===== src/rtl/ps2_kbd_rx.sv =====
// PS/2 keyboard receiver: synchronises the PS/2 pins, deframes 11-bit frames
// into scan codes and queues them in a show-ahead FIFO for the MMIO decoder.
module ps2_kbd_rx #(
   parameter int FIFO_DEPTH = 8,
   parameter int TIMEOUT    = 50000
) (
   input  logic       clk,
   input  logic       rst,
   input  logic       ps2_clk,
   input  logic       ps2_data,
   input  logic       sig_rd_kb,
   output logic [7:0] kb_rdata,
   output logic       kb_ready,
   output logic       kb_overflow,
   output logic       frame_err
);

   localparam int AW = $clog2(FIFO_DEPTH);
   localparam int TW = $clog2(TIMEOUT + 1);

   typedef enum logic {
      S_IDLE = 1'b0,
      S_RECV = 1'b1
   } state_t;

   // Synchronisers reset to the idle line level so reset never fakes an edge.
   logic clk_s1, clk_s2, clk_s3;
   logic dat_s1, dat_s2;
   logic fall;

   always_ff @(posedge clk or posedge rst) begin
      if (rst) begin
         clk_s1 <= 1'b1;
         clk_s2 <= 1'b1;
         clk_s3 <= 1'b1;
         dat_s1 <= 1'b1;
         dat_s2 <= 1'b1;
      end else begin
         clk_s1 <= ps2_clk;
         clk_s2 <= clk_s1;
         clk_s3 <= clk_s2;
         dat_s1 <= ps2_data;
         dat_s2 <= dat_s1;
      end
   end

   assign fall = clk_s3 & ~clk_s2;

   state_t          state_q, state_d;
   logic [3:0]      bitcnt_q, bitcnt_d;
   logic [10:0]     shreg_q, shreg_d;
   logic [TW-1:0]   idle_q, idle_d;
   logic            frame_ok;
   logic            err_d;
   logic [7:0]      rx_byte;

   always_ff @(posedge clk or posedge rst) begin
      if (rst) begin
         state_q  <= S_IDLE;
         bitcnt_q <= 4'd0;
         shreg_q  <= 11'h7ff;
         idle_q   <= '0;
      end else begin
         state_q  <= state_d;
         bitcnt_q <= bitcnt_d;
         shreg_q  <= shreg_d;
         idle_q   <= idle_d;
      end
   end

   // Frame bits shift in from the top; once the stop bit lands the register
   // reads {stop, parity, data[7:0], start}.
   always_comb begin
      state_d  = state_q;
      bitcnt_d = bitcnt_q;
      shreg_d  = shreg_q;
      idle_d   = idle_q;
      frame_ok = 1'b0;
      err_d    = 1'b0;
      case (state_q)
         S_IDLE: begin
            idle_d = '0;
            if (fall) begin
               if (!dat_s2) begin
                  state_d  = S_RECV;
                  bitcnt_d = 4'd1;
                  shreg_d  = {dat_s2, shreg_q[10:1]};
               end else begin
                  err_d = 1'b1;
               end
            end
         end
         S_RECV: begin
            if (fall) begin
               shreg_d  = {dat_s2, shreg_q[10:1]};
               idle_d   = '0;
               bitcnt_d = bitcnt_q + 4'd1;
               if (bitcnt_q == 4'd10) begin
                  state_d  = S_IDLE;
                  bitcnt_d = 4'd0;
                  if (!shreg_d[0] && (^shreg_d[9:1]) && shreg_d[10]) frame_ok = 1'b1;
                  else err_d = 1'b1;
               end
            end else if (idle_q == TW'(TIMEOUT - 1)) begin
               state_d  = S_IDLE;
               bitcnt_d = 4'd0;
               idle_d   = '0;
            end else begin
               idle_d = idle_q + TW'(1);
            end
         end
         default: state_d = S_IDLE;
      endcase
   end

   assign rx_byte = shreg_d[8:1];

   logic [7:0]  mem [FIFO_DEPTH];
   logic [AW:0] wr_ptr, rd_ptr;
   logic        empty, full, push, pop;

   assign empty = (wr_ptr == rd_ptr);
   assign full  = (wr_ptr[AW] != rd_ptr[AW]) && (wr_ptr[AW-1:0] == rd_ptr[AW-1:0]);
   assign pop   = sig_rd_kb & ~empty;
   // A same-cycle pop frees a slot, so a full FIFO still accepts the frame.
   assign push  = frame_ok & (~full | pop);

   always_ff @(posedge clk or posedge rst) begin
      if (rst) begin
         wr_ptr      <= '0;
         rd_ptr      <= '0;
         kb_overflow <= 1'b0;
         frame_err   <= 1'b0;
      end else begin
         if (push) wr_ptr <= wr_ptr + (AW + 1)'(1);
         if (pop)  rd_ptr <= rd_ptr + (AW + 1)'(1);
         if (frame_ok && full && !pop) kb_overflow <= 1'b1;
         frame_err <= err_d;
      end
   end

   always_ff @(posedge clk) begin
      if (push) mem[wr_ptr[AW-1:0]] <= rx_byte;
   end

   assign kb_ready = ~empty;
   assign kb_rdata = empty ? 8'h00 : mem[rd_ptr[AW-1:0]];

endmodule


===== config.mk =====
export PLATFORM = sky130hd
export DESIGN_NAME = ps2_kbd_rx
export DESIGN_NICKNAME = d
export VERILOG_FILES = /design/src/rtl/ps2_kbd_rx.sv
export SDC_FILE = /design/constraint.sdc
export NUM_CORES = 1
export LEC_CHECK = 0
export BUFFER_PORTS_ARGS = -buffer_cell sky130_fd_sc_hd__buf_4
export CORE_MARGIN = 8
export CORE_UTILIZATION = 45
export CTS_BUF_LIST = sky130_fd_sc_hd__clkbuf_16
export DETAILED_ROUTE_END_ITERATION = 8
export GPL_ROUTABILITY_DRIVEN = 0
export SYNTH_ARGS = -nofsm -noshare
export SYNTH_HDL_FRONTEND = slang
export SYNTH_SLANG_ARGS = --single-unit

===== constraint.sdc =====
create_clock -name clk -period 3.65 [get_ports clk]
set_input_delay 0.365 -clock clk [delete_from_list [all_inputs] [get_ports clk]]
set_output_delay 0.365 -clock clk [all_outputs]
set_load 0.02 [all_outputs]

==> flow_summary.toml <==
[status]
status = "finished clean"

[finish]
drive_gt1_frac = 0.274
num_antenna_cells = 0
layout.nets = 330
area_growth_pct = 13.0

[routing]
post_drt_via_cell_ratio = 5.11
wl_per_cell_um = 17.0
first_pass_iters = 4
postRouteAntennaNets = 0
drt_wl_total_um = 7830
dr.first_iter.drc_count = 74
via_count = 2356
drc_errors = 0

[grt]
grt_max_degree = 47
grt_pass1_wl_um = 13100
antenna_found_initial = 0
grt.overflow.total = 0
grt_pass1_vias = 2473
grtUsageTotal = 0.119

[setup_path]
cp_max_fo = 12
crit_type = "reg -> out"
crit_path_end_kind = "primary output"
startpoint = "rd_ptr[0]"
reg2regPathDepth = 6
reg2reg_from = "shreg_q[6]"
cp.required_ns = 3.28
cp-start-kind = "flip-flop"
worst_ep_arrival_time_ns = 2.35

[sta]
period_minus_slack_ns = 2.72
finalCritPeriodShare = 0.745
finalHoldViolCount = 0
setup_tns_ns = 0
fin_skew_ns = 0.00750
timing.final.max_slew_violations = 0
setup_slack_ns = 0.932
rsz0062_at_grt = "false"
setup_viol = 0
max_freq_mhz = 368
slew_headroom = 0.354
worst_pin_slew_ns = 0.968

[floorplanning]
num_io_pins = 16
start_util = 0.457
core_area_um2 = 10200
die_area_um2 = 13900
core.rowCount = 37
dieHeight_um = 118
die_x_um = 118

[pwr]
leakagePower_nw = 1.96
post-layout-total-power_mw = 3.95
ir_drop_mv = 0.381
powerDensity_nw_per_um2 = 750

[synth]
synth-edff-count = 64
syn-num-nets = 304
synth_ff_type = "edfxtp_1"
synth_top_area_cell = "edfxtp_1"
synth_top_area_share = 0.413
synth.area.top_cells = "edfxtp_1, dfrtp_1, dfstp_2"
synth.most_common_cell = "edfxtp_1"
synth.distinct_cells = 42
synth.yosys.seq_area_share = 0.664
ys.warnings.count = 0
synth_cells = 294
syn_avg_cell_area_um2 = 15.8
synthTopCellsByCount = "edfxtp_1, dfrtp_1, nor2_1, xnor2_1, mux4_2"
synth-async-reset-ratio = 0.418
syn-cell-area_um2 = 4660
ys_ff_latch = 110

[clock_tree]
clockBufferDepth = 2
htreeDepth = 3
cts_buffers = 9
cts.repair.resized = 0
cts_tree = "done"
cts.reportedPaths.clkPinSlew_ns = 0.08
clk_latency_ns = 0.34
postCtsSetupBuffers = 0
cts.sinks = 110
clockRootBuffer = "clkbuf_16"
cts_hold_buf = 0

[placed_design]
place_hpwl_um = 5210
place.port_buffers = 15
pre_cts_slack_ns = 1.19

[min_path]
min_path_type = "in -> reg"
hold_path_depth = 1
hp-start = "ps2_data"

[job]
drv_cap = 0
==> area by class of cell <==
cell class | count | area (um^2)
fillers | 874 | 4920
flip-flops and latches | 110 | 3090
multi-input cells | 168 | 1490
clock buffers | 9 | 225
repair buffers | 24 | 180
well taps | 136 | 170
clock inverters | 7 | 73.8
inverters | 7 | 26.3
==> power by group <==
group / internal, mW / switching [mW]
Sequential: 1.56 / 0.159
Combinational: 0.625 / 0.642
Clock: 0.486 / 0.474
==> worst max-delay path, cell delays in order (launching register included) <==
cell and delay (ns):
dfrtp_1 0.70, buf_4 0.35, xnor2_1 0.17, and4_1 0.48, inv_1 0.13, buf_4 0.18
==> cell families (layout without fill, tap and decap cells) <==
kind of cell / Yosys count / count (layout) / share of synthesized area
adder cells (fa/ha/maj): 5 / 5 / 0.0134
flip-flops: 110 / 110 / 0.664
multiplexers: 36 / 36 / 0.124
AO/OA/AOI/OAI: 10 / 10 / 0.0142
buffers and inverters: 16 / 47 / 0.0151
AND/OR/NAND/NOR: 86 / 86 / 0.102
XOR/XNOR: 31 / 31 / 0.0672
==> stage by stage <==
step                       util  std cells  cell area (um^2)  hold WS, ns
final                     0.517        461              5260        0.122
after global routing      0.517        461              5260        0.105
after CTS                 0.517        461              5260        0.112
after detailed placement  0.487        445              4960        0.347
after global placement    0.487        445              4960        0.346
after floorplan               -        294              4660        0.345
==> layout by cell type (no fill, tap or decap), types with 2 or more instances in the layout <==
cell       instances
edfxtp_1          64
inv_6              2
and3_1             3
nor4bb_1           2
nor3_1             5
and4_1             5
buf_4             24
clkinv_4           2
ha_1               5
nand3_1            9
dfrtp_1           31
clkbuf_16          9
nand2b_1           6
nor2_1            30
mux2i_1            9
inv_1              6
mux4_2            16
inv_8              2
nand2_1           11
nand4_1            5
mux2_2            10
nor4_1             2
xor2_1            11
o21ai_0            4
dfstp_2           15
xnor2_1           17
==> sequential cells by signal, indices dropped and copies added (netlist names) <==
name         flops
clk_s3           1
wr_ptr           4
state_q          1
kb_overflow      1
frame_err        1
mem             64
dat_s2           1
idle_q          16
rd_ptr           4
clk_s2           1
clk_s1           1
dat_s1           1
shreg_q         10
bitcnt_q         4
==> path summary, 6_finish.rpt <==
check | to | slack, ns
min in group asynchronous | idle_q[7] | 0.25
max in group asynchronous | rd_ptr[1] | 2.81
min | dat_s1 | 0.12
min reg2reg | dat_s2 | 0.36
max | kb_ready | 0.93
max reg2reg | mem[4][6] | 1.22
==> routing by layer <==
metal,share of wire,global-route usage,vias up
li1,-,-,1138
met2,0.50,0.196,33
met5,0,0,-
met1,0.46,0.152,1175
met3,0.030,0.0273,10
met4,0.015,0.0432,0
Power figures use the tool's default switching activity.
